**config.mk**
```make
export PLATFORM = sky130hd
export DESIGN_NAME = input_port
export DESIGN_NICKNAME = d
export VERILOG_FILES = /design/src/rtl/input_port.sv
export SDC_FILE = /design/constraint.sdc
export NUM_CORES = 1
export LEC_CHECK = 0
export ABC_AREA = 0
export CAP_MARGIN = 20
export CORE_MARGIN = 4
export CORE_UTILIZATION = 45
export DETAILED_ROUTE_END_ITERATION = 8
export PLACE_DENSITY_LB_ADDON = 0.25
export SLEW_MARGIN = 10
export SYNTH_ARGS = -nofsm -noshare
export SYNTH_HDL_FRONTEND = slang
export SYNTH_SLANG_ARGS = --single-unit
```
**constraint.sdc**
```tcl
create_clock -name clk -period 4.2 [get_ports clk]
set_input_delay 1.26 -clock clk [delete_from_list [all_inputs] [get_ports clk]]
set_output_delay 1.26 -clock clk [all_outputs]
set_load 0.03 [all_outputs]
```
**src/rtl/input_port.sv**
```systemverilog
// Synchronised, debounced input peripheral: samples raw pins through a two-flop
// synchroniser, accepts a value once it has been stable long enough, and drives it onto the bus.
module input_port #(
    parameter int WIDTH      = 8,
    parameter int DEB_CYCLES = 16
) (
    input  logic             clk,
    input  logic             rst,
    input  logic [WIDTH-1:0] pins,
    input  logic             out_en,
    output logic [15:0]      out,
    output logic             pending
);

    localparam logic [7:0] CNT_MAX = 8'(DEB_CYCLES - 1);

    logic [WIDTH-1:0] sync1;
    logic [WIDTH-1:0] sync2;
    logic [WIDTH-1:0] cand;
    logic [WIDTH-1:0] value;
    logic [7:0]       cnt;
    logic             accept;

    // A stable candidate that differs from the held value is taken this edge
    assign accept = (sync2 == cand) && (cnt == CNT_MAX) && (cand != value);

    always_ff @(posedge clk) begin
        if (rst) begin
            sync1   <= '0;
            sync2   <= '0;
            cand    <= '0;
            value   <= '0;
            cnt     <= '0;
            pending <= 1'b0;
        end else begin
            sync1 <= pins;
            sync2 <= sync1;
            if (sync2 != cand) begin
                cand <= sync2;
                cnt  <= '0;
            end else if (cnt != CNT_MAX) begin
                cnt <= cnt + 8'd1;
            end
            if (accept) begin
                value <= cand;
            end
            // A fresh acceptance wins over a simultaneous read acknowledge
            if (accept) begin
                pending <= 1'b1;
            end else if (out_en) begin
                pending <= 1'b0;
            end
        end
    end

    always_comb begin
        out = 16'h0000;
        if (out_en) begin
            out[15]          = pending;
            out[WIDTH-1:0]   = value;
        end
    end

endmodule

```
---- Word level (Yosys, flattened, before mapping) ----
Cells that the tools add are included.
word-level totals
  register bits ........................... 41
  input port bits ......................... 11
  output and inout port bits .............. 17
  word-level logic and storage cells ...... 20
cells by class
  add/subtract/negate cells ............... 1
  eq/ne operators ......................... 5
  muxes and demuxes ....................... 4
  reduce and logical (&&, ||, !) cells .... 4
operators by type and width
  operator                                                         count
  8-bit != test                                                    2
  8-bit by 1-bit adder with 8-bit output, second input constant    1
  8-bit by 4-bit == test with 1-bit output, second input constant  1
  8-bit == test                                                    1
  8-bit 2-to-1 mux                                                 1
  8-bit by 4-bit != test with 1-bit output, second input constant  1
  1-bit 2-to-1 mux                                                 3
  1-bit logical AND                                                2
  2-bit nonzero test                                               1
  2-bit OR reduction                                               1

---- Logic depth before layout (Yosys ltp) ----
Gate-level depths: netlist of run 1.
  depth after elaboration ................. 4
  depth in mapped cells ................... 6

---- Worst setup path after synthesis of run 1 ----
No wires, ideal clock.
  path type ............................... in2out
  start point ............................. input out_en
  end point ............................... output out[0]
  data arrival time ....................... 1.541 ns
  slack ................................... 1.399 ns
  cell stages on the path ................. 1
  buffers on the path ..................... 0
  path through ............................ and2_1
on the way
  word-level cells in the longest chain between the ends .. 1
ends and longest elaborated chain
  element             RTL line  RTL
  start: declaration  10        input logic out_en,
  8-bit 2-to-1 mux    58        if (out_en) begin
  end: declaration    11        output logic [15:0] out,
No other way between the ends.

---- Worst setup path in the final report of run 1 ----
  start point ............................. input out_en
  end point ............................... output out[3]
Same word-level chain as after synthesis.

==> summary.txt, run 1 <==
Status
  • Status: finished, final reports clean

Yosys
  • Top cell type's share of synthesized area: 49.5%
  • Post-synthesis cell area: 1660 sq um
  • Mean post-synth cell area: 9.82 sq um
  • Synthesized instance count: 169
  • Total number of yosys warnings: 0
  • FF+latch count, synth: 41
  • Asr flop ratio synth: 0%
  • Synth Flop Type: dfxtp_1
  • Synth area leaders: dfxtp_1 (49%), nor2b_1 (9.4%), xor2_1 (5.8%)
  • Synth cell types: 27
  • Post-synth EDFFs: 0
  • Area leader, netlist: dfxtp_1
  • Sequential share of the synthesized area: 49.5%

Worst setup path
  • Crit path arrival time: 2.67 ns
  • Crit end category: output pin
  • Crit-path max cell delay: 0.67 ns
  • Crit path max fanout: 10
  • FF-to-FF setup slack: 2.44 ns
  • Crit-path most repeated cell: clkdlybuf4s50_1
  • Worst-path cell chain: clkdlybuf4s50_1, and2_1, clkdlybuf4s50_1
  • Delay-heaviest family, CP: buffers and inverters
  • Crit start category: primary input
  • Slowest-stage cell, CP: clkdlybuf4s50_1
  • WP buf/inv: 2
  • Critical Path RT: 2.94 ns
  • WS Path Type: primary input to output pin

Drt
  • Wire per inst: 11.9 um
  • Drt initial violations: 49
  • # DRC: 0
  • Routed Wire Length: 2810 um
  • Vias per Instance: 4.96
  • Pre-antenna DRT Iters: 4
  • Vias: 1176
  • Antenna Nets Post-Route: 0

Clocking
  • Clk slew on worst S/H paths: 0.07 ns
  • Clock sinks: 41
  • Hold-fix buffers, CTS: 0
  • CTS buffer count: 5
  • Post-CTS Resized: 0
  • Clock Path Buffers: 2
  • H-tree levels: 2
  • CTS tree: done
  • Worst skew pair latency: 0.29 ns
  • Setup Buffers After CTS: 0
  • Clock root buffer: clkbuf_8

Die
  • Vert. Die Dim: 68.7 um
  • Die area: 4720 sq um
  • Initial core utilization: 48.2%
  • Core Area: 3440 sq um
  • IO Count: 28
  • Number of core rows: 21
  • Die Span X: 68.7 um

STA
  • Worst slew pin tran: 0.644 ns
  • Post-layout min period: 3.93 ns
  • Slew HR: 56.8%
  • Final total negative setup slack: 0 ns
  • Fin crit share: 93.6%
  • Final setup viols: 0
  • Max Clock Skew: 0.00785 ns
  • RSZ-0062 raised after global routing: no
  • Slew Limit Fails: 0
  • Fmax: 0.254 GHz
  • Final hold viol count: 0

Placed design
  • Cell Area, Placed: 1860 sq um
  • Routability Congestion: 0.784
  • DP Wirelength: 2040 um
  • PortBufs: 20

Finish
  • Layout cell share with drive strength beyond 1: 9.42%
  • Final net count: 202
  • Syn-to-layout area delta: 17.6%
  • # fillers: 308
  • Post-Layout Inst Area: 1950 sq um
  • Antenna diodes: 0

Global routing
  • Initial antenna violation count: 0
  • Largest net degree at the start of global routing: 34
  • GRT Total Usage: 13.0%
  • First-pass GRT wire length: 4420 um
  • Vias in the first global route: 1001
  • Remaining Overflow, GRT: 0

Job
  • Maxcap violations: 0

Power and ir drop
  • Leak: 0.745 nW
  • Worst vdd ir: 0.000251 V
  • Pwr Density: 360 nW/um^2

Min path
  • Worst min-delay path class: flop to flop
==> where the power goes <==
part | internal (W) | switching, W | total, W
logic | 0.0000230 | 0.0000294 | 0.0000524
registers | 0.000399 | 0.00000613 | 0.000405
clock network | 0.000114 | 0.000130 | 0.000244
total | 0.000536 | 0.000165 | 0.000701
==> metrics by stage <==
step                      instances  utilization, %  total power (W)  worst slack [ns]  hold WS (ns)
after CTS                       237            56.7         0.000709             0.246         0.440
final                           237            56.7         0.000701             0.270         0.438
after global placement          229            54.2         0.000464             0.287         0.419
after detailed placement        229            54.2         0.000466             0.251         0.422
after floorplan                 175               -         0.000454              1.40         0.414
after global routing            237            56.7         0.000735             0.162         0.462
==> worst paths after layout <==
kind,start,end,depth (start not counted)
worst max-delay path,out_en,out[3],3
worst min-delay path,sync1[0]$_SDFF_PP0_,sync2[0]$_SDFF_PP0_,1
worst max register to register,cnt[0]$_SDFFE_PP0P_,value[1]$_SDFFE_PP0P_,5
worst min register to register,sync1[0]$_SDFF_PP0_,sync2[0]$_SDFF_PP0_,1
==> area by class of cell <==
cell class | instances | area (sq um) | area share, %
Tap cell | 46 | 57.6 | 2.95
Clock buffer | 5 | 68.8 | 3.53
Multi-Input combinational cell | 121 | 778 | 39.9
Timing Repair Buffer | 21 | 208 | 10.6
Clock inverter | 3 | 17.5 | 0.898
Sequential cell | 41 | 821 | 42.1
==> kinds of logic after synthesis <==
family	count (synthesis)	synth area share [%]
simple gates	71	26.2
flops	41	49.5
compound gates	21	7.31
xor+xnor	21	11.1
buf+inv	13	4.98
fa+ha+maj	1	0.754
other cells	1	0.226
==> synthesized netlist by cell type, drive strengths merged, types with 2 or more instances <==
master	instances
or3	3
nand2	4
nor4	2
xnor2	10
o21ai	8
nor2b	25
nand4	4
dfxtp	41
clkbuf	5
nand3	9
buf	8
nor3	2
xor2	11
and2	9
nor2	9
a21oi	11
==> flip-flops by register name, indices dropped and copies added (netlist names) <==
register	count
sync2	8
cnt	8
pending	1
cand	8
sync1	8
value	8
==> layout by cell type (no fill, tap or decap) <==
cell type / instances
conb_1: 7
nor2_1: 9
nand3_1: 9
o21ai_1: 7
clkinvlp_4: 1
nor2b_1: 25
xnor2_1: 10
and3_4: 1
clkinv_2: 2
and2_1: 9
nand2_1: 4
nor3b_1: 1
dfxtp_1: 41
nor4_1: 2
nand2b_4: 1
buf_4: 1
a211oi_2: 1
clkdlybuf4s50_1: 20
a21oi_1: 11
xor2_1: 11
o21ai_2: 1
ha_1: 1
and4_1: 1
nand4_1: 4
or3_1: 1
clkbuf_8: 5
a211o_2: 1
nor3_2: 2
or3_4: 2
==> routing by layer <==
metal	wire length, um	GRT usage [%]
met1	1210	15.1
met2	1320	20.0
met3	227	6.48
met4	50	6.33
met5	0	0
Power figures use the tool's default switching activity.
==> inputs of run 2 (changes only) <==
Settings changed: CORE_UTILIZATION 45 to 25.
==> summary.txt, run 2 (synthesis results as in run 1) <==
STA
  • Slew Limit Fails: 0 (unchanged)
  • Final hold viol count: 0 (unchanged)
  • Fmax: 0.252 GHz (-0.90%)
  • Slew HR: 55.1% (-1.7 points)
  • Final setup viols: 0 (unchanged)
  • Fin crit share: 94.4% (+0.85 points)
  • Worst slew pin tran: 0.669 ns (+0.0253 ns)
  • Final total negative setup slack: 0 ns (unchanged)
  • RSZ-0062 raised after global routing: no
  • Post-layout min period: 3.97 ns (+0.0358 ns)
  • Max Clock Skew: 0.00384 ns (-0.00401 ns)

Die
  • Number of core rows: 29 (+38%)
  • Core Area: 6390 sq um (+86%)
  • Die Span X: 89.5 um (+30%)
  • Die area: 8000 sq um (+69%)
  • Vert. Die Dim: 89.5 um (+30%)
  • IO Count: 28 (unchanged)
  • Initial core utilization: 26.0% (-22 points)

Drt
  • Drt initial violations: 35 (-29%)
  • DR top layer: met4
  • Antenna Nets Post-Route: 0 (unchanged)
  • # DRC: 0 (unchanged)
  • Met3 WL: 185 um (-19%)
  • Vias per Instance: 4.13 (-17%)
  • Wire per inst: 10.4 um (-12%)
  • Pre-antenna DRT Iters: 4 (unchanged)
  • Met2 WL: 1080 um (-18%)
  • Vias: 1108 (-5.8%)
  • WL met1: 1480 um (+22%)
  • Routed Wire Length: 2790 um (-1.0%)

Clocking
  • Setup Buffers After CTS: 0 (unchanged)
  • Clock Path Buffers: 2 (unchanged)
  • Post-CTS Resized: 0 (unchanged)
  • Clk slew on worst S/H paths: 0.08 ns (about the same)
  • Worst skew pair latency: 0.29 ns (about the same)
  • CTS tree: done
  • CTS buffer count: 5 (unchanged)
  • H-tree levels: 2 (unchanged)
  • Hold-fix buffers, CTS: 0 (unchanged)
  • Clock sinks: 41 (unchanged)
  • Clock root buffer: clkbuf_8

Worst setup path
  • Worst-path cell chain: clkdlybuf4s50_1, and2_1, clkdlybuf4s50_1
  • Worst R2R Start: cnt[0]$_SDFFE_PP0P_
  • FF-to-FF setup slack: 2.47 ns (+0.03 ns)
  • Slowest-stage cell, CP: clkdlybuf4s50_1
  • Crit end category: output pin
  • Reg2Reg Depth: 5 (unchanged)
  • Crit path max fanout: 10 (unchanged)
  • Critical Path RT: 2.94 ns (about the same)
  • WP buf/inv: 2 (unchanged)
  • Crit-path most repeated cell: clkdlybuf4s50_1
  • Delay-heaviest family, CP: buffers and inverters
  • Crit-path max cell delay: 0.66 ns (about the same)
  • WS Path Type: primary input to output pin
  • Crit path arrival time: 2.71 ns (+0.04 ns)
  • Reg2Reg Capture Point: value[3]$_SDFFE_PP0P_
  • Crit start category: primary input

Min path
  • WHS Path Cells: 1 (unchanged)
  • Hold_sp: sync1[2]$_SDFF_PP0_
  • Hold Path End: sync2[2]$_SDFF_PP0_
  • Worst min-delay path class: flop to flop

Power and ir drop
  • Overall power: 0.000718 W (+2.4%)
  • Switching share of power: 24.9% (+1.3 points)
  • Sw Pwr: 0.000179 W (+8.2%)
  • Pwr Density: 360 nW/um^2 (+0.19%)
  • Clk pwr share: 36.3% (+1.5 points)
  • Internal: 0.000539 W (+0.59%)
  • Logic pwr share: 7.3% (-0.2 points)
  • Power share of the sequential group: 56.3% (-1.4 points)
  • Worst vdd ir: 0.000169 V (-33%)
  • Leak: 0.745 nW (about the same)

Status
  • Status: finished, final reports clean

Placed design
  • Routability Congestion: 0.749 (-4.4%)
  • DP Wirelength: 1910 um (-6.5%)
  • PortBufs: 20 (unchanged)

Finish
  • Layout cell share with drive strength beyond 1: 9.42% (unchanged)
  • Antenna diodes: 0 (unchanged)
  • Most frequent cells in the layout: dfxtp_1 (41), nor2b_1 (25), clkdlybuf4s50_1 (20), xor2_1 (11), a21oi_1 (11)
  • # fillers: 677 (+120%)
  • Commonest non-fill, non-tap cell in the layout: dfxtp_1
  • Syn-to-layout area delta: 20.1%
  • Final net count: 202 (unchanged)

Job
  • Maxcap violations: 0 (unchanged)

Global routing
  • Largest net degree at the start of global routing: 35 (+2.9%)
  • First-pass GRT wire length: 4550 um (+3.0%)
  • GRT Total Usage: 7.44% (-5.6 points)
  • Remaining Overflow, GRT: 0 (unchanged)
  • Initial antenna violation count: 0 (unchanged)
  • Vias in the first global route: 1007 (+0.60%)
## run 2: worst max path at each step
stage | depth (start not counted) | slack [ns] | start | to
floorplan | 1 | 1.40 | out_en | out[0]
global placement | 3 | 0.21 | out_en | out[2]
detailed placement | 3 | 0.20 | out_en | out[2]
CTS | 3 | 0.19 | out_en | out[2]
global route | 3 | 0.13 | out_en | out[2]
finish | 3 | 0.23 | out_en | out[0]
## run 2: metal layers
layer / up-vias / global-route usage [%]
met4: 0 / 3.25
met2: 29 / 10.2
li1: 584 / -
met1: 490 / 10.1
met3: 5 / 3.04
met5: - / 0
## run 2: final cells by class
class | count | area [sq um] | area share [%]
clock inverter | 3 | 21.3 | 1.07
timing repair buffer | 21 | 208 | 10.4
clock buffer | 5 | 68.8 | 3.45
sequential | 41 | 821 | 41.2
multi-input combinational | 121 | 778 | 39.0
tap | 77 | 96.3 | 4.83
## run 2: power by group through the flow
stage          sequential [W]  clock [W]  combinational, W
4_1_cts              0.000405   0.000271         0.0000528
3_3_place_gp         0.000414          0         0.0000527
5_1_grt              0.000406   0.000284         0.0000577
2_1_floorplan        0.000412          0         0.0000417
3_5_place_dp         0.000414          0         0.0000527
6_report             0.000405   0.000261         0.0000525
## run 2: per-stage QoR
stage	hold slack, ns	std cells	area, sq um	worst slack, ns	utilization [%]
floorplan	0.414	175	1680	1.40	-
global placement	0.420	260	1900	0.214	29.8
detailed placement	0.420	260	1900	0.198	29.8
CTS	0.441	268	1990	0.191	31.2
global route	0.458	268	1990	0.129	31.2
finish	0.440	268	1990	0.234	31.2
==> inputs of run 3 (changes only) <==
Settings changed: CELL_PAD_IN_SITES_DETAIL_PLACEMENT set to 1, CELL_PAD_IN_SITES_GLOBAL_PLACEMENT set to 1, CTS_CLUSTER_DIAMETER set to 50, PLACE_DENSITY_LB_ADDON 0.25 to 0.1.
==> summary.txt, run 3 (synthesis results as in run 1) <==
Clocking
  • H-tree levels: 2 (unchanged)
  • Hold-fix buffers, CTS: 0 (unchanged)
  • Clock root buffer: clkbuf_8
  • Clock Path Buffers: 2 (unchanged)
  • CTS buffer count: 5 (unchanged)
  • Post-CTS Resized: 0 (unchanged)
  • CTS tree: done
  • Clk slew on worst S/H paths: 0.08 ns (about the same)
  • Worst skew pair latency: 0.30 ns (about the same)
  • Setup Buffers After CTS: 0 (unchanged)
  • Clock sinks: 41 (unchanged)

Worst setup path
  • Crit path max fanout: 10 (unchanged)
  • Critical Path RT: 2.94 ns (about the same)
  • Crit path arrival time: 2.75 ns (+0.04 ns)
  • Delay-heaviest family, CP: buffers and inverters
  • Crit end category: output pin
  • WS Path Type: primary input to output pin
  • Crit start category: primary input
  • Slowest-stage cell, CP: clkdlybuf4s50_1
  • Worst-path cell chain: clkdlybuf4s50_1, and2_1, clkdlybuf4s50_1
  • WP buf/inv: 2 (unchanged)
  • Crit-path max cell delay: 0.66 ns (about the same)
  • Crit-path most repeated cell: clkdlybuf4s50_1

Die
  • Initial core utilization: 26.0% (unchanged)
  • Vert. Die Dim: 89.5 um (unchanged)
  • Number of core rows: 29 (unchanged)
  • IO Count: 28 (unchanged)
  • Die area: 8000 sq um (unchanged)
  • Core Area: 6390 sq um (unchanged)
  • Die Span X: 89.5 um (unchanged)

Finish
  • Syn-to-layout area delta: 20.8%
  • Antenna diodes: 0 (unchanged)
  • # fillers: 722 (+6.6%)
  • Final net count: 202 (unchanged)
  • Layout cell share with drive strength beyond 1: 9.42% (unchanged)
  • Most frequent cells in the layout: dfxtp_1 (41), nor2b_1 (25), clkdlybuf4s50_1 (20), xor2_1 (11), a21oi_1 (11)
  • Final Non-Filler Cells: 268 (unchanged)
  • Commonest non-fill, non-tap cell in the layout: dfxtp_1

STA
  • Post-layout min period: 4.01 ns (+0.0396 ns)
  • Max Clock Skew: 0.00830 ns (+0.00446 ns)
  • Slew HR: 54.8% (-0.34 points)
  • Slew Limit Fails: 0 (unchanged)
  • RSZ-0062 raised after global routing: no
  • Fin crit share: 95.4% (+0.94 points)
  • Final total negative setup slack: 0 ns (unchanged)
  • Final hold viol count: 0 (unchanged)
  • Fmax: 0.250 GHz (-0.99%)
  • Final setup viols: 0 (unchanged)
  • Worst slew pin tran: 0.675 ns (+0.00503 ns)

Global routing
  • Largest net degree at the start of global routing: 35 (unchanged)
  • First-pass GRT wire length: 5690 um (+25%)
  • Initial antenna violation count: 0 (unchanged)
  • Remaining Overflow, GRT: 0 (unchanged)
  • Vias in the first global route: 1220 (+21%)
  • GRT Total Usage: 9.58% (+2.1 points)

Placed design
  • Placed Instances: 260 (unchanged)
  • DP Wirelength: 2370 um (+24%)
  • Routability Congestion: 0.663 (-11%)
  • PortBufs: 20 (unchanged)

Drt
  • Routed Wire Length: 3420 um (+23%)
  • Vias: 1166 (+5.2%)
  • Pre-antenna DRT Iters: 4 (unchanged)
  • Antenna Nets Post-Route: 0 (unchanged)
  • # DRC: 0 (unchanged)
  • Drt initial violations: 49 (+40%)
  • Vias per Instance: 4.35 (+5.2%)
  • Wire per inst: 12.8 um (+23%)

Power and ir drop
  • Pwr Density: 370 nW/um^2 (+2.8%)
  • Worst vdd ir: 0.000126 V (-25%)
  • Leak: 0.755 nW (+1.3%)

Min path
  • Worst min-delay path class: flop to flop

Status
  • Status: finished, final reports clean

Job
  • Maxcap violations: 0 (unchanged)
==> run 3: changes by cell type in the layout (fill, tap and decap cells not counted), sizes merged <==
cell      previous run  this run
clkbuf               5         7
inv                  1         0
clkinvlp             1         0
==> run 3: worst reg2reg max path, delay by kind of cell (launching register included) <==
family	cells	cell delay (ns)
simple gates	4	0.90
xor+xnor	1	0.18
flops	1	0.40
fa+ha+maj	1	0.22
==> run 3: worst paths after layout <==
| path | startpoint | end | slack (ns) | cells after the start |
|---|---|---|---|---|
| max | out_en | out[6] | 0.19 | 3 |
| max reg2reg | cnt[0]$_SDFFE_PP0P_ | cnt[3]$_SDFFE_PP0P_ | 2.39 | 6 |
| min reg2reg | sync1[7]$_SDFF_PP0_ | sync2[7]$_SDFF_PP0_ | 0.44 | 1 |
| min | sync1[7]$_SDFF_PP0_ | sync2[7]$_SDFF_PP0_ | 0.44 | 1 |
==> run 3: power breakdown <==
group | switching, W | internal [W] | total [W]
clock network | 0.000135 | 0.000149 | 0.000284
logic | 0.0000308 | 0.0000229 | 0.0000537
registers | 0.00000615 | 0.000399 | 0.000405
total | 0.000172 | 0.000570 | 0.000742
==> run 3: layer usage <==
metal / GRT usage, % / up-vias / share of wire, %
met3: 3.50 / 7 / 6.0
met2: 15.8 / 28 / 45
met4: 5.28 / 0 / 2.2
met5: 0 / - / 0
li1: - / 585 / -
met1: 10.7 / 546 / 46
==> run 3: metrics by stage <==
step / util (%) / setup WS, ns / hold WS (ns) / power, W / cell area (sq um)
floorplan: - / 1.40 / 0.414 / 0.000454 / 1680
global placement: 29.8 / 0.217 / 0.417 / 0.000467 / 1900
detailed placement: 29.8 / 0.179 / 0.427 / 0.000468 / 1900
CTS: 31.4 / 0.172 / 0.446 / 0.000757 / 2000
global route: 31.4 / 0.0994 / 0.456 / 0.000780 / 2000
finish: 31.4 / 0.194 / 0.442 / 0.000742 / 2000
==> run 3: area by class of cell <==
type                    instances  area (sq um)  area share [%]
clock inverters                 1          5.00           0.250
repair buffers                 21           208            10.4
well taps                      77          96.3            4.81
flip-flops and latches         41           821            40.9
multi-input cells             121           778            38.8
clock buffers                   7          96.3            4.81
